--- config.mk ---
export PLATFORM = sky130hd
export DESIGN_NAME = rtc_bus_arbiter_flat
export DESIGN_NICKNAME = d
export VERILOG_FILES = /design/src/rtl/rtc_bus_pkg.sv /design/src/rtl/rtc_bus_arbiter_if.sv /design/src/rtl/rtc_bus_cycle.sv /design/src/rtl/rtc_bus_arbiter.sv /design/src/flat_wrapper.sv
export SDC_FILE = /design/constraint.sdc
export NUM_CORES = 1
export LEC_CHECK = 0
export BUFFER_PORTS_ARGS = -buffer_cell sky130_fd_sc_hd__buf_2
export CAP_MARGIN = 40
export CORE_MARGIN = 2
export CORE_UTILIZATION = 50
export CTS_CLUSTER_SIZE = 25
export DETAILED_ROUTE_END_ITERATION = 6
export PLACE_DENSITY = 0.85
export SLEW_MARGIN = 40
export SYNTH_ARGS = -nofsm -noshare
export SYNTH_HDL_FRONTEND = slang
export SYNTH_SLANG_ARGS = --single-unit
--- constraint.sdc ---
create_clock -name clk -period 2 [get_ports clk]
set_input_delay 0.2 -clock clk [delete_from_list [all_inputs] [get_ports clk]]
set_output_delay 0.2 -clock clk [all_outputs]
set_load 0.005 [all_outputs]
--- src/rtl/rtc_bus_pkg.sv ---
// Shared definitions for the RTC bus arbiter: state encoding, default phase
// timing, requester index constants and the strobe decode used by the phase
// sequencer.
package rtc_bus_pkg;

  localparam logic [2:0] ST_IDLE = 3'd0;
  localparam logic [2:0] ST_ADDR = 3'd1;
  localparam logic [2:0] ST_GAP1 = 3'd2;
  localparam logic [2:0] ST_DATA = 3'd3;
  localparam logic [2:0] ST_GAP2 = 3'd4;
  localparam logic [2:0] ST_DONE = 3'd5;

  localparam int T_PULSE_DEF = 4;
  localparam int T_GAP_DEF   = 2;

  localparam int REQ_INI = 0;
  localparam int REQ_WR  = 1;
  localparam int REQ_RD  = 2;

  typedef struct packed {
    logic cs;
    logic rd;
    logic wr;
    logic a_d;
    logic ad_oe;
  } strobe_t;

  // Strobe levels (active-low cs/rd/wr) for a given phase and direction.
  function automatic strobe_t strobe_for(logic [2:0] st, logic is_wr);
    strobe_t s;
    s = '{cs: 1'b1, rd: 1'b1, wr: 1'b1, a_d: 1'b0, ad_oe: 1'b0};
    case (st)
      ST_ADDR: begin
        s.cs    = 1'b0;
        s.wr    = 1'b0;
        s.ad_oe = 1'b1;
      end
      ST_DATA: begin
        s.cs  = 1'b0;
        s.a_d = 1'b1;
        if (is_wr) begin
          s.wr    = 1'b0;
          s.ad_oe = 1'b1;
        end else begin
          s.rd = 1'b0;
        end
      end
      ST_GAP2: s.a_d = 1'b1;
      default: ;
    endcase
    return s;
  endfunction

endpackage

--- src/rtl/rtc_bus_arbiter_if.sv ---
// Signal bundle between the requesters / RTC pins (master side) and the
// arbiter (slave side).
//   req, is_write, addr, wdata : per-requester transaction request
//   done, rdata, busy          : completion pulse, read data, activity flag
//   cs, rd, wr, a_d            : RTC strobes (cs/rd/wr active-low)
//   ad_out, ad_oe, ad_in       : multiplexed address/data bus
interface rtc_bus_arbiter_if #(
  parameter int N_REQ = 3
);
  logic [N_REQ-1:0]   req;
  logic [N_REQ-1:0]   is_write;
  logic [8*N_REQ-1:0] addr;
  logic [8*N_REQ-1:0] wdata;
  logic [N_REQ-1:0]   done;
  logic [7:0]         rdata;
  logic               busy;
  logic               cs;
  logic               rd;
  logic               wr;
  logic               a_d;
  logic [7:0]         ad_out;
  logic               ad_oe;
  logic [7:0]         ad_in;

  modport master (
    output req, is_write, addr, wdata, ad_in,
    input  done, rdata, busy, cs, rd, wr, a_d, ad_out, ad_oe
  );

  modport slave (
    input  req, is_write, addr, wdata, ad_in,
    output done, rdata, busy, cs, rd, wr, a_d, ad_out, ad_oe
  );
endinterface

--- src/rtl/rtc_bus_cycle.sv ---
// Phase sequencer for one RTC bus transaction: ADDR, GAP1, DATA, GAP2.
//   clk, reset        : clock, async active-low reset
//   start             : launch a transaction (only honoured in IDLE)
//   start_write/addr/wdata : transaction parameters, latched on start
//   ad_in             : bus sample, captured into rdata on the last read DATA cycle
//   finish            : high in the last GAP2 cycle
//   cs, rd, wr, a_d, ad_oe, ad_out : registered strobes and bus drive
//   rdata             : last captured read data
module rtc_bus_cycle
  import rtc_bus_pkg::*;
#(
  parameter int T_PULSE = T_PULSE_DEF,
  parameter int T_GAP   = T_GAP_DEF
) (
  input  logic       clk,
  input  logic       reset,
  input  logic       start,
  input  logic       start_write,
  input  logic [7:0] start_addr,
  input  logic [7:0] start_wdata,
  input  logic [7:0] ad_in,
  output logic       finish,
  output logic       cs,
  output logic       rd,
  output logic       wr,
  output logic       a_d,
  output logic       ad_oe,
  output logic [7:0] ad_out,
  output logic [7:0] rdata
);

  localparam logic [7:0] PULSE_LAST = 8'(T_PULSE - 1);
  localparam logic [7:0] GAP_LAST   = 8'(T_GAP - 1);

  logic [2:0] state;
  logic [2:0] nxt;
  logic [7:0] cnt;
  logic       write_q;
  logic [7:0] wdata_q;
  logic       phase_end;
  strobe_t    stb;

  always_comb begin
    phase_end = 1'b0;
    nxt       = state;
    case (state)
      ST_IDLE: if (start) nxt = ST_ADDR;
      ST_ADDR: begin
        phase_end = (cnt == PULSE_LAST);
        if (phase_end) nxt = ST_GAP1;
      end
      ST_GAP1: begin
        phase_end = (cnt == GAP_LAST);
        if (phase_end) nxt = ST_DATA;
      end
      ST_DATA: begin
        phase_end = (cnt == PULSE_LAST);
        if (phase_end) nxt = ST_GAP2;
      end
      ST_GAP2: begin
        phase_end = (cnt == GAP_LAST);
        if (phase_end) nxt = ST_IDLE;
      end
      default: nxt = ST_IDLE;
    endcase
    finish = (state == ST_GAP2) && phase_end;
    // Outputs are registered from the next state so they line up with it.
    stb = strobe_for(nxt, write_q);
  end

  always_ff @(posedge clk or negedge reset) begin
    if (!reset) begin
      state   <= ST_IDLE;
      cnt     <= '0;
      write_q <= 1'b0;
      cs      <= 1'b1;
      rd      <= 1'b1;
      wr      <= 1'b1;
      a_d     <= 1'b0;
      ad_oe   <= 1'b0;
      ad_out  <= '0;
      rdata   <= '0;
    end else begin
      state <= nxt;
      // Counter restarts on every state entry and rests at zero in IDLE.
      if ((nxt != state) || (state == ST_IDLE)) cnt <= '0;
      else                                      cnt <= cnt + 8'd1;
      cs    <= stb.cs;
      rd    <= stb.rd;
      wr    <= stb.wr;
      a_d   <= stb.a_d;
      ad_oe <= stb.ad_oe;
      if ((state == ST_IDLE) && start) begin
        write_q <= start_write;
        ad_out  <= start_addr;
      end else if ((state == ST_GAP1) && (nxt == ST_DATA) && write_q) begin
        ad_out <= wdata_q;
      end
      if ((state == ST_DATA) && phase_end && !write_q) rdata <= ad_in;
    end
  end

  always_ff @(posedge clk) begin
    if ((state == ST_IDLE) && start) wdata_q <= start_wdata;
  end

endmodule

--- src/rtl/rtc_bus_arbiter.sv ---
// Fixed-priority arbiter for the shared RTC address/data bus. The lowest
// requesting index wins in IDLE; the granted transaction runs to completion
// in rtc_bus_cycle, then done pulses back to the granted requester.
//   clk   : system clock
//   reset : async active-low reset
//   bus   : requester and RTC pin bundle (slave side)
module rtc_bus_arbiter
  import rtc_bus_pkg::*;
#(
  parameter int N_REQ   = 3,
  parameter int T_PULSE = T_PULSE_DEF,
  parameter int T_GAP   = T_GAP_DEF
) (
  input logic               clk,
  input logic               reset,
  rtc_bus_arbiter_if.slave  bus
);

  localparam int IDX_W = (N_REQ > 1) ? $clog2(N_REQ) : 1;

  // Top-level view: IDLE, sequencer running (entered at ADDR), DONE.
  logic [2:0]       state;
  logic [IDX_W-1:0] idx;
  logic [IDX_W-1:0] pick;
  logic             start;
  logic             finish;
  logic [N_REQ-1:0] done_q;
  logic             busy_q;
  logic [7:0]       sel_addr;
  logic [7:0]       sel_wdata;
  logic             sel_write;

  always_comb begin
    pick = '0;
    // Descending scan so the lowest set index is the last one written.
    for (int i = N_REQ - 1; i >= 0; i--) begin
      if (bus.req[i]) pick = IDX_W'(i);
    end
    sel_addr  = bus.addr[8*pick +: 8];
    sel_wdata = bus.wdata[8*pick +: 8];
    sel_write = bus.is_write[pick];
    start     = (state == ST_IDLE) && (|bus.req);
  end

  rtc_bus_cycle #(
    .T_PULSE (T_PULSE),
    .T_GAP   (T_GAP)
  ) u_cycle (
    .clk         (clk),
    .reset       (reset),
    .start       (start),
    .start_write (sel_write),
    .start_addr  (sel_addr),
    .start_wdata (sel_wdata),
    .ad_in       (bus.ad_in),
    .finish      (finish),
    .cs          (bus.cs),
    .rd          (bus.rd),
    .wr          (bus.wr),
    .a_d         (bus.a_d),
    .ad_oe       (bus.ad_oe),
    .ad_out      (bus.ad_out),
    .rdata       (bus.rdata)
  );

  always_ff @(posedge clk or negedge reset) begin
    if (!reset) begin
      state  <= ST_IDLE;
      idx    <= '0;
      done_q <= '0;
      busy_q <= 1'b0;
    end else begin
      done_q <= '0;
      case (state)
        ST_IDLE: begin
          if (start) begin
            state  <= ST_ADDR;
            idx    <= pick;
            busy_q <= 1'b1;
          end
        end
        ST_ADDR: begin
          if (finish) begin
            state       <= ST_DONE;
            done_q[idx] <= 1'b1;
          end
        end
        ST_DONE: begin
          state  <= ST_IDLE;
          busy_q <= 1'b0;
        end
        default: state <= ST_IDLE;
      endcase
    end
  end

  assign bus.done = done_q;
  assign bus.busy = busy_q;

endmodule

--- src/flat_wrapper.sv ---
// flat-port wrapper written by rule: the top's interface ports become plain ports
module rtc_bus_arbiter_flat import rtc_bus_pkg::*;
#(
  parameter int N_REQ   = 3,
  parameter int T_PULSE = T_PULSE_DEF,
  parameter int T_GAP   = T_GAP_DEF
)
  (clk, reset, bus_req, bus_is_write, bus_addr, bus_wdata, bus_ad_in, bus_done, bus_rdata, bus_busy, bus_cs, bus_rd, bus_wr, bus_a_d, bus_ad_out, bus_ad_oe);
  rtc_bus_arbiter_if #(.N_REQ(N_REQ)) bus_i ();
  input logic clk;
  input logic reset;
  input wire logic [$bits(bus_i.req)-1:0] bus_req;
  input wire logic [$bits(bus_i.is_write)-1:0] bus_is_write;
  input wire logic [$bits(bus_i.addr)-1:0] bus_addr;
  input wire logic [$bits(bus_i.wdata)-1:0] bus_wdata;
  input wire logic [$bits(bus_i.ad_in)-1:0] bus_ad_in;
  output wire logic [$bits(bus_i.done)-1:0] bus_done;
  output wire logic [$bits(bus_i.rdata)-1:0] bus_rdata;
  output wire logic [$bits(bus_i.busy)-1:0] bus_busy;
  output wire logic [$bits(bus_i.cs)-1:0] bus_cs;
  output wire logic [$bits(bus_i.rd)-1:0] bus_rd;
  output wire logic [$bits(bus_i.wr)-1:0] bus_wr;
  output wire logic [$bits(bus_i.a_d)-1:0] bus_a_d;
  output wire logic [$bits(bus_i.ad_out)-1:0] bus_ad_out;
  output wire logic [$bits(bus_i.ad_oe)-1:0] bus_ad_oe;
  assign bus_i.req = bus_req;
  assign bus_i.is_write = bus_is_write;
  assign bus_i.addr = bus_addr;
  assign bus_i.wdata = bus_wdata;
  assign bus_i.ad_in = bus_ad_in;
  assign bus_done = bus_i.done;
  assign bus_rdata = bus_i.rdata;
  assign bus_busy = bus_i.busy;
  assign bus_cs = bus_i.cs;
  assign bus_rd = bus_i.rd;
  assign bus_wr = bus_i.wr;
  assign bus_a_d = bus_i.a_d;
  assign bus_ad_out = bus_i.ad_out;
  assign bus_ad_oe = bus_i.ad_oe;
  rtc_bus_arbiter #(.N_REQ(N_REQ), .T_PULSE(T_PULSE), .T_GAP(T_GAP)) u_core (.clk(clk), .reset(reset), .bus(bus_i));
endmodule
==> run metrics, run 1 <==
outcome=finished clean; CTS Buf Count=5; ANT nets after route=0; Mean Syn Cell Area=~11 um^2; # diodes=0; Area growth syn-to-layout=26.6%; Mapped Area=approximately 2500 um^2; Setup Skew=approximately 0.0070 ns; CP max FO=5; first-pass detailed-route iteration total=4; crit path DAT=roughly 2.0 ns; # rows=25; yosys warns=0; Iter 0 DRT Violations=120; Starting Density=0.525; Ports=between 80 and 90; Layout Cells excl Fill=between 300 and 400; worst-path cell chain=nor4_4, buf_4, and3_4, a21oi_2, or4_1; post-place setup slack=approximately 0.13 ns; Yosys top cell area share=0.379; synth top area cells=dfrtp_1, edfxtp_1, a21oi_1; Die Span Y=roughly 75 um; share of layout cells above drive strength 1=0.402; Slowest-stage cell, CP=or4_1; Pwr Total=3.39 mW; Setup crit end kind=flip-flop; largest net degree at the start of global routing=21; TritonCTS clock tree=yes; Distinct cells, synth=46; top cell type by total area after synthesis=dfrtp_1; Worst Hold Class=input pin to flip-flop; critical path launch point type=flip-flop; required time of the critical path=around 2.2 ns; GRT overflow=0; layout net count=between 300 and 400; detailed-route via count=2179; sequential fraction of the synthesis area=0.506; root buffer cell=clkbuf_8; fin area=3180 um^2; dpl cells=approximately 390; worst skew pair latency=about 0.30 ns; max_slew headroom=0.538; core area=roughly 4800 um^2; Die X=~75 um; Gate Count Post-Synth=~230; hpwl dp=4400 um; Slew Viols, Final=0; die area=5610 um^2; Pwr Density=about 1100 nW/um^2; antenna violations before repair=0; fill count=~400; delay of the slowest cell on the worst path=0.50 ns; highest clock rate=547 MHz; Final Hold Viols=0; Peak supply drop=462 uV; placed cell area=slightly above 3000 um^2; PnR worst setup slack=0.173 ns; unrepaired setup endpoints after global routing=false; GRT Util Overall=0.221; Worst Max-Slew Pin Slew=between 0.6 and 0.7 ns; CTS HTree Levels=2; Crit path max-delay family=simple AND/OR/NAND/NOR gates; I/O Buffers=88; min Tclk post-route=approximately 1.8 ns; max-cap viol count=0; final WL=about 5800 um; syn nets=~300; CP Class=flip-flop to flip-flop; WL/cell=~15 um; number of global-route vias before repair=between 2k and 2.5k; DRC=0; CTS Buffer Depth=2; final setup vio count=0; post-synthesis register bit count=49; gpl congestion=roughly 0.85; crit share post-route=0.914; CTS Sinks=49; Vias per Instance=5.52; setup TNS=0 ns; P_leak=between 1.5 and 2 nW; first-pass GRT wire length=9340 um; Buf/Inv on CP=1; clk slew on worst S/H paths=about 0.090 ns
## kinds of logic (layout without fill, tap and decap cells)
group           after synthesis  count (layout)  share of synthesized area
compound gates               73              73                      0.189
xor+xnor                      7               7                     0.0244
fa+ha+maj                     2               2                    0.00996
buf+inv                      19             114                     0.0339
flops                        49              49                      0.506
mux                          17              17                     0.0722
simple gates                 66              66                      0.165
## worst paths after layout
kind | from | endpoint | cells after the start | slack, ns
min in group asynchronous | reset | u_core.bus.done[1] | 2 | 0.27
max | u_core.u_cycle.cnt[3] | u_core.u_cycle.rd | 5 | 0.17
min | bus_ad_in[5] | u_core.u_cycle.rdata[5] | 2 | 0.13
max in group asynchronous | reset | u_core.u_cycle.rd | 3 | 1.19
max reg2reg | u_core.u_cycle.cnt[3] | u_core.u_cycle.rd | 5 | 0.17
min reg2reg | u_core.idx[1] | u_core.bus.done[1] | 1 | 0.48
## cell type report
cell class                      count  area, um^2  area share
Inverter                            5        18.8     0.00590
Clock buffer                        6        93.8      0.0295
Clock inverter                      2        11.3     0.00354
Sequential cell                    49        1270       0.399
Multi-Input combinational cell    165        1160       0.365
Tap cell                           67        83.8      0.0264
Timing Repair Buffer              101         541       0.170
## repair_timing
action                                  in CTS  in global routing
hold buffers                                 1                  0
gates resized for setup                      0                  1
endpoints found under the setup margin       0                  8
hold endpoints to repair                     8                  0
setup buffers                                0                  0
## registers in the layout (all words and copies together), names as in the netlist
| register | count |
|---|---|
| u_core.state | 2 |
| u_core.u_cycle.cs | 1 |
| u_core.u_cycle.wdata_q | 8 |
| u_core.u_cycle.state | 3 |
| u_core.u_cycle.write_q | 1 |
| u_core.u_cycle.rdata | 8 |
| u_core.u_cycle.ad_out | 8 |
| u_core.u_cycle.wr | 1 |
| u_core.bus.done | 3 |
| u_core.bus.busy | 1 |
| u_core.u_cycle.ad_oe | 1 |
| u_core.u_cycle.a_d | 1 |
| u_core.u_cycle.rd | 1 |
| u_core.u_cycle.cnt | 8 |
| u_core.idx | 2 |
## report_power, final
group,switching (mW),internal [mW],total [mW]
registers,0.191,1.33,1.52
logic,0.594,0.632,1.23
clock network,0.323,0.318,0.641
## metrics by stage
stage                     hold WS (ns)  utilization
after global placement          0.0613        0.639
after global routing             0.121        0.664
after floorplan                -0.0956            -
after CTS                        0.123        0.664
final                            0.130        0.664
after detailed placement        0.0677        0.640
## layer usage
metal  routed length, um  part of all wire  vias up  global-route usage
met5                   0                 0        -                   0
met4                  56            0.0097        0              0.0635
met3                 366             0.063        6              0.0509
met2                2960              0.51       84               0.378
met1                2420              0.42     1040               0.282
li1                    -                 -     1049                   -
## Yosys cell counts (all sizes together)
cell type / number
nor2b: 19
nor3: 5
dfrtp: 38
xnor2: 3
nand4: 5
nor4: 3
a31oi: 1
o21bai: 1
buf: 1
o21a: 1
edfxtp: 8
mux2i: 8
dfstp: 3
and2: 1
and4: 1
a211oi: 1
nand2b: 1
nand3b: 1
or4: 2
mux2: 9
and3: 3
o211ai: 1
nor3b: 2
o31a: 1
inv: 5
a21oi: 28
nand2: 4
ha: 2
nor2: 16
o211a: 8
nand3: 2
o31ai: 1
xor2: 4
a22o: 1
nor4bb: 1
a22oi: 17
clkbuf: 13
o21ai: 12
## placed cells by master, fill, tap and decap left out, types with 2 or more instances in the layout
cell      instances
buf_2            88
dfrtp_1          38
a21oi_1          27
nor2b_1          18
a22oi_1          17
nor2_1           15
o21ai_0          12
buf_4            12
mux2_2            9
mux2i_1           8
o211a_1           8
edfxtp_1          8
clkbuf_8          5
nand2_1           4
inv_1             4
nor3_1            4
xor2_1            4
xnor2_1           3
nand4_1           3
dfstp_2           3
nor3b_1           2
nand4_2           2
nor4_1            2
or4_1             2
nand3_1           2
ha_1              2
Note: power is estimated with default switching activity, not from simulation.
==> run 2, diff against run 1 <==
--- a/config.mk
+++ b/config.mk
@@ -12,6 +12,7 @@
 export CTS_CLUSTER_SIZE = 25
 export DETAILED_ROUTE_END_ITERATION = 6
 export PLACE_DENSITY = 0.85
+export REMOVE_ABC_BUFFERS = 1
 export SLEW_MARGIN = 40
 export SYNTH_ARGS = -nofsm -noshare
 export SYNTH_HDL_FRONTEND = slang
==> constraint.sdc (replaced) <==
create_clock -name clk -period 1.9 [get_ports clk]
set_input_delay 0.19 -clock clk [delete_from_list [all_inputs] [get_ports clk]]
set_output_delay 0.19 -clock clk [all_outputs]
set_load 0.005 [all_outputs]
==> run 2 against run 1 <==
Fmax is 0.75% higher. Wire length is 6.2% lower. Core utilization is 0.078 points higher. Hold slack worse by 0.0081 ns. Global-route usage is 0.72 points lower. Non-clock buffer count is 2 higher. Critical path depth stayed put. Critical endpoint is now u_core.u_cycle.rdata[2]. Largest cell class unchanged.
==> run metrics, run 2 (synthesized netlist as in run 1, its figures left out) <==
WL/cell=13.7 um (-6.7%); Peak supply drop=450 uV (-2.6%); number of global-route vias before repair=2027 (-1.7%); largest net degree at the start of global routing=35 (+67%); Final Hold Viols=0 (unchanged); CP startpoint=u_core.u_cycle.cnt[3]; logic gate share of total power=0.360 (-0.002); root buffer cell=clkbuf_8; required time of the critical path=2.08 ns (-0.14 ns); CTS Sinks=49 (unchanged); fill count=377 (-3.6%); met2 routed WL=2640 um (-11%); CP Class=flip-flop to flip-flop; most frequent cells in the layout=buf_2, dfrtp_1, a21oi_1, nor2b_1, a22oi_1; Iter 0 DRT Violations=85 (-29%); setup TNS=0 ns (unchanged); CTS Buf Count=5 (unchanged); layout net count=395 (+0.51%); worst skew pair latency=0.30 ns (about the same); share of layout cells above drive strength 1=0.397 (-0.00547); delay of the slowest cell on the worst path=0.44 ns (-0.06 ns); die area=5610 um^2 (unchanged); R2R cell count=5 (unchanged); unrepaired setup endpoints after global routing=false; cell internal pwr=2.32 mW (+1.6%); worst-path cell chain=nor4_4, nand4_2, nor3_4, buf_12, mux2_2; max-cap viol count=0 (unchanged); RR Startpoint=u_core.u_cycle.cnt[3]; Starting Density=0.525 (unchanged); highest clock rate=551 MHz (+0.75%); Die Span Y=74.9 um (unchanged); met1 WL=2340 um (-3.3%); TritonCTS clock tree=yes; outcome=finished clean; GRT Util Overall=0.214 (-0.00720); ANT nets after route=0 (unchanged); CP max FO=8 (+3); first-pass GRT wire length=9140 um (-2.1%); first-pass detailed-route iteration total=4 (unchanged); Worst Max-Slew Pin Slew=0.467 ns (-0.222 ns); final WL=5440 um (-6.2%); Seq pwr share=0.473 (+0.024); Die X=74.9 um (unchanged); crit path to=u_core.u_cycle.rdata[2]; Buf/Inv on CP=1 (unchanged); Worst Hold Class=input pin to flip-flop; crit path DAT=2.00 ns (-0.04 ns); GRT overflow=0 (unchanged); P_leak=1.56 nW (about the same); final setup vio count=0 (unchanged); Slowest-stage cell, CP=dfrtp_1; I/O Buffers=88 (unchanged); Crit path max-delay family=simple AND/OR/NAND/NOR gates; hpwl dp=4130 um (-6.1%); Setup Skew=0.00899 ns (+0.00203 ns); gpl congestion=0.814 (-4.1%); Pwr Density=1080 nW/um^2 (+1.5%); CTS HTree Levels=2 (unchanged); core area=4790 um^2 (unchanged); NetSw=1.13 mW (+1.8%); detailed-route via count=2112 (-3.1%); Setup crit end kind=flip-flop; DRC=0 (unchanged); stages on the worst setup path=5 (unchanged); r2r endpoint=u_core.u_cycle.rdata[2]; most common cell after layout, fill and taps aside=buf_2; Slew Viols, Final=0 (unchanged); Min Hold Slack=0.122 ns (-0.00807 ns); Pwr Total=3.44 mW (+1.6%); CTS Buffer Depth=2 (unchanged); # rows=25 (unchanged); Vias per Instance=5.32 (-3.6%); critical path launch point type=flip-flop; Ports=89 (unchanged); WL met3=390 um (+6.6%); # diodes=0 (unchanged); Area growth syn-to-layout=26.8%; fraction of power spent switching nets=0.327 (+0.000391); Clock power frac=0.168 (-0.021); max_slew headroom=0.686 (+0.148); min Tclk post-route=1.81 ns (-0.0137 ns); antenna violations before repair=0 (unchanged); crit share post-route=0.954 (+0.0409); clk slew on worst S/H paths=0.09 ns (about the same); FF-to-FF setup slack=0.09 ns (-0.09 ns); top sig layer=met4
## run 2: changes by cell type in the layout (fill, tap and decap cells not counted), sizes merged
cell,change
buf,+2
clkinv,-1
clkbuf,+1
## run 2: worst min-delay path by stage
stage               slack, ns                       to    startpoint  depth (start not counted)
detailed placement       0.29    u_core.u_cycle.cnt[7]         reset                          1
CTS                      0.11  u_core.u_cycle.rdata[3]  bus_ad_in[3]                          2
global route             0.11  u_core.u_cycle.rdata[1]  bus_ad_in[1]                          2
global placement         0.28    u_core.u_cycle.cnt[6]         reset                          1
floorplan               -0.11          u_core.bus.busy         reset                          0
finish                   0.12  u_core.u_cycle.rdata[7]  bus_ad_in[7]                          2
## run 2: power by group through the flow
stage / clock [mW] / combinational [mW] / sequential, mW
global placement: 0 / 1.19 / 1.63
floorplan: 0 / 0.652 / 1.65
finish: 0.577 / 1.24 / 1.63
CTS: 0.595 / 1.24 / 1.63
detailed placement: 0 / 1.24 / 1.65
global route: 0.638 / 1.39 / 1.67
## run 2: through the flow
| stage | utilization | cell area [um^2] | setup WS, ns | cells |
|---|---|---|---|---|
| after floorplan | - | 2440 | 0.0932 | 219 |
| after global placement | 0.641 | 3070 | 0.0764 | 387 |
| after detailed placement | 0.641 | 3070 | 0.0118 | 387 |
| after CTS | 0.660 | 3160 | 0.0323 | 396 |
| after global routing | 0.665 | 3180 | 0.00502 | 397 |
| final | 0.665 | 3180 | 0.0865 | 397 |
## run 2: worst register-to-register path: cells and delay by family, from the launching register on
family / cells / cell delay [ns]
buf+inv: 1 / 0.15
flops: 1 / 0.44
mux: 1 / 0.33
simple gates: 3 / 0.78
## run 2: repair_timing
item,4_1_cts,5_1_grt
gates resized for setup,0,0
pin swaps,1,1
hold endpoints to repair,30,0
hold buffers,1,0
buffers inserted,0,1
endpoints found under the setup margin,8,8
## run 2: per-layer routing
layer  vias to the layer above  track usage
met3                         9       0.0643
met5                         -            0
met1                       975        0.276
li1                       1051            -
met2                        77        0.349
met4                         0       0.0675
## run 2: cell type report
type                    instances  area (um^2)  share of cell area
clock inverters                 1         7.51             0.00236
multi-input cells             165         1160               0.363
flip-flops and latches         49         1270               0.399
clock buffers                   7         76.3              0.0240
inverters                       5         18.8             0.00590
well taps                      67         83.8              0.0263
repair buffers                103          571               0.179
==> run 3, diff against run 2 <==
--- a/config.mk
+++ b/config.mk
@@ -5,13 +5,15 @@
 export SDC_FILE = /design/constraint.sdc
 export NUM_CORES = 1
 export LEC_CHECK = 0
-export BUFFER_PORTS_ARGS = -buffer_cell sky130_fd_sc_hd__buf_2
 export CAP_MARGIN = 40
+export CELL_PAD_IN_SITES_DETAIL_PLACEMENT = 1
+export CELL_PAD_IN_SITES_GLOBAL_PLACEMENT = 1
 export CORE_MARGIN = 2
-export CORE_UTILIZATION = 50
+export CORE_UTILIZATION = 47
 export CTS_CLUSTER_SIZE = 25
 export DETAILED_ROUTE_END_ITERATION = 6
-export PLACE_DENSITY = 0.85
+export DONT_BUFFER_PORTS = 1
+export PLACE_DENSITY = 0.83
 export REMOVE_ABC_BUFFERS = 1
 export SLEW_MARGIN = 40
 export SYNTH_ARGS = -nofsm -noshare
==> run 3 against run 2 <==
First-iteration DRC count down 13%. Sequential share of layout area up 6.4 points. Global-route usage up 0.18 points. Clock skew up 0.0036 ns. Clock-buffer cell count unchanged. Wire length up 14%. Combinational power down 29%. Largest cell class unchanged. Non-clock buffer count down 91. Cell count down 22%. Sequential cell count unchanged. Via count down 11%.
==> run metrics, run 3 (synthesized netlist as in run 1, its figures left out) <==
detailed-route via count=1885 (-11%); first-pass detailed-route iteration total=4 (unchanged); CTS Buf Count=5 (unchanged); PnR worst setup slack=0.114 ns (+0.0273 ns); hpwl dp=4360 um (+5.5%); outcome=finished clean; worst skew pair latency=0.30 ns (about the same); cell internal pwr=2.15 mW (-7.0%); gpl congestion=0.717 (-12%); most common cell after layout, fill and taps aside=dfrtp_1; fin util=0.534 (-0.131); logic gate share of total power=0.272 (-0.088); Ports=89 (unchanged); layout net count=304 (-23%); crit path DAT=1.97 ns (-0.03 ns); fin area=2750 um^2 (-14%); Clock power frac=0.196 (+0.028); clk slew on worst S/H paths=0.10 ns (about the same); worst-path cell chain=nor4_4, nand4_2, nor3_4, buf_6, mux2_2; Pwr Density=1180 nW/um^2 (+9.3%); TritonCTS clock tree=yes; min Tclk post-route=1.79 ns (-0.0273 ns); Starting Density=0.489 (-0.0361); core area=5140 um^2 (+7.4%); Area growth syn-to-layout=9.37%; number of global-route vias before repair=2045 (+0.89%); crit share post-route=0.940 (-0.0144); Slew Viols, Final=0 (unchanged); first-pass GRT wire length=10200 um (+12%); share of layout cells above drive strength 1=0.188 (-0.209); GRT overflow=0 (unchanged); Setup crit end kind=flip-flop; Vias per Instance=6.10 (+15%); Final Hold Viols=0 (unchanged); final WL=6200 um (+14%); most frequent cells in the layout=dfrtp_1, a21oi_1, nor2b_1, a22oi_1, nor2_1; CP Class=flip-flop to flip-flop; largest net degree at the start of global routing=42 (+20%); required time of the critical path=2.08 ns (about the same); Peak supply drop=420 uV (-6.8%); ANT nets after route=0 (unchanged); setup TNS=0 ns (unchanged); CTS Sinks=49 (unchanged); Die Span Y=77.1 um (+3.0%); max_slew headroom=0.497 (-0.190); unrepaired setup endpoints after global routing=false; delay of the slowest cell on the worst path=0.45 ns (about the same); Seq pwr share=0.532 (+0.059); DRC=0 (unchanged); CTS Buffer Depth=2 (unchanged); Setup Skew=0.0126 ns (+0.00365 ns); GRT Util Overall=0.216 (+0.00175); post-place setup slack=-0.0300 ns (-0.0418 ns); antenna violations before repair=0 (unchanged); Slowest-stage cell, CP=dfrtp_2; final setup vio count=0 (unchanged); Iter 0 DRT Violations=74 (-13%); Worst Max-Slew Pin Slew=0.754 ns (+0.287 ns); P_leak=1.21 nW (-23%); CTS HTree Levels=2 (unchanged); I/O Buffers=0 (-100%); Worst Hold Class=input pin to flip-flop; CP max FO=6 (-2); fraction of power spent switching nets=0.336 (+0.00880); max-cap viol count=0 (unchanged); # diodes=0 (unchanged); NetSw=1.09 mW (-3.2%); fill count=585 (+55%); # rows=26 (+4.0%); WL/cell=20.1 um (+47%); placed cell area=2590 um^2 (-15%); highest clock rate=560 MHz (+1.5%); critical path launch point type=flip-flop; die area=5940 um^2 (+6.0%); Die X=77.1 um (+3.0%); root buffer cell=clkbuf_8
run 3: cell count changes in the layout (fill, tap and decap cells not counted), sizes merged:
cell / previous run / this run
buf: 102 / 11
run 3: final cells by class:
| type | instances | area [um^2] | share of cell area |
|---|---|---|---|
| clock buffers | 7 | 86.3 | 0.0314 |
| repair buffers | 12 | 109 | 0.0396 |
| clock inverters | 1 | 7.51 | 0.00273 |
| well taps | 70 | 87.6 | 0.0319 |
| multi-input cells | 165 | 1160 | 0.424 |
| flip-flops and latches | 49 | 1270 | 0.463 |
| inverters | 5 | 18.8 | 0.00683 |
run 3: per-stage QoR:
| step | cells | power, mW | hold WS (ns) |
|---|---|---|---|
| 2_1_floorplan | 219 | 2.30 | -0.106 |
| 4_1_cts | 309 | 3.28 | 0.0275 |
| 3_5_place_dp | 297 | 2.61 | -0.104 |
| 6_report | 309 | 3.25 | 0.0415 |
| 3_3_place_gp | 297 | 2.53 | -0.104 |
| 5_1_grt | 309 | 3.47 | 0.0270 |
run 3: what timing repair did:
action	4_1_cts	5_1_grt
hold buffers	2	0
hold endpoints to repair	41	0
endpoints found under the setup margin	8	12
cloned	0	0
pin swaps	1	2
buffers inserted	2	0
resized for setup	0	5
run 3: per-layer routing:
layer,vias up,GRT usage,wire length [um]
met3,6,0.0612,395
met4,0,0.0607,72
li1,862,-,-
met1,942,0.261,2610
met5,-,0,0
met2,75,0.376,3130
run 3: worst max-delay path: cells and delay by family, from the launching register on:
| kind | cells | cell delay (ns) |
|---|---|---|
| AND/OR/NAND/NOR | 3 | 0.73 |
| flip-flops | 1 | 0.45 |
| multiplexers | 1 | 0.33 |
| buffers and inverters | 1 | 0.15 |
run 3: worst paths after layout:
path	from	cells past startpoint	slack [ns]	endpoint
worst max-delay path	u_core.u_cycle.cnt[4]	5	0.11	u_core.u_cycle.rdata[7]
worst min-delay path	bus_ad_in[0]	1	0.04	u_core.u_cycle.rdata[0]
worst max register to register	u_core.u_cycle.cnt[4]	5	0.11	u_core.u_cycle.rdata[7]
worst min register to register	u_core.idx[1]	1	0.49	u_core.bus.done[1]
max in group asynchronous	reset	2	1.24	u_core.u_cycle.rd
min in group asynchronous	reset	2	0.39	u_core.u_cycle.cnt[3]
run 3: power by group through the flow:
stage	Sequential [mW]	Combinational [mW]	Clock, mW
finish	1.73	0.883	0.636
global route	1.78	0.997	0.692
CTS	1.73	0.892	0.662
detailed placement	1.75	0.855	0
global placement	1.73	0.803	0
floorplan	1.65	0.652	0
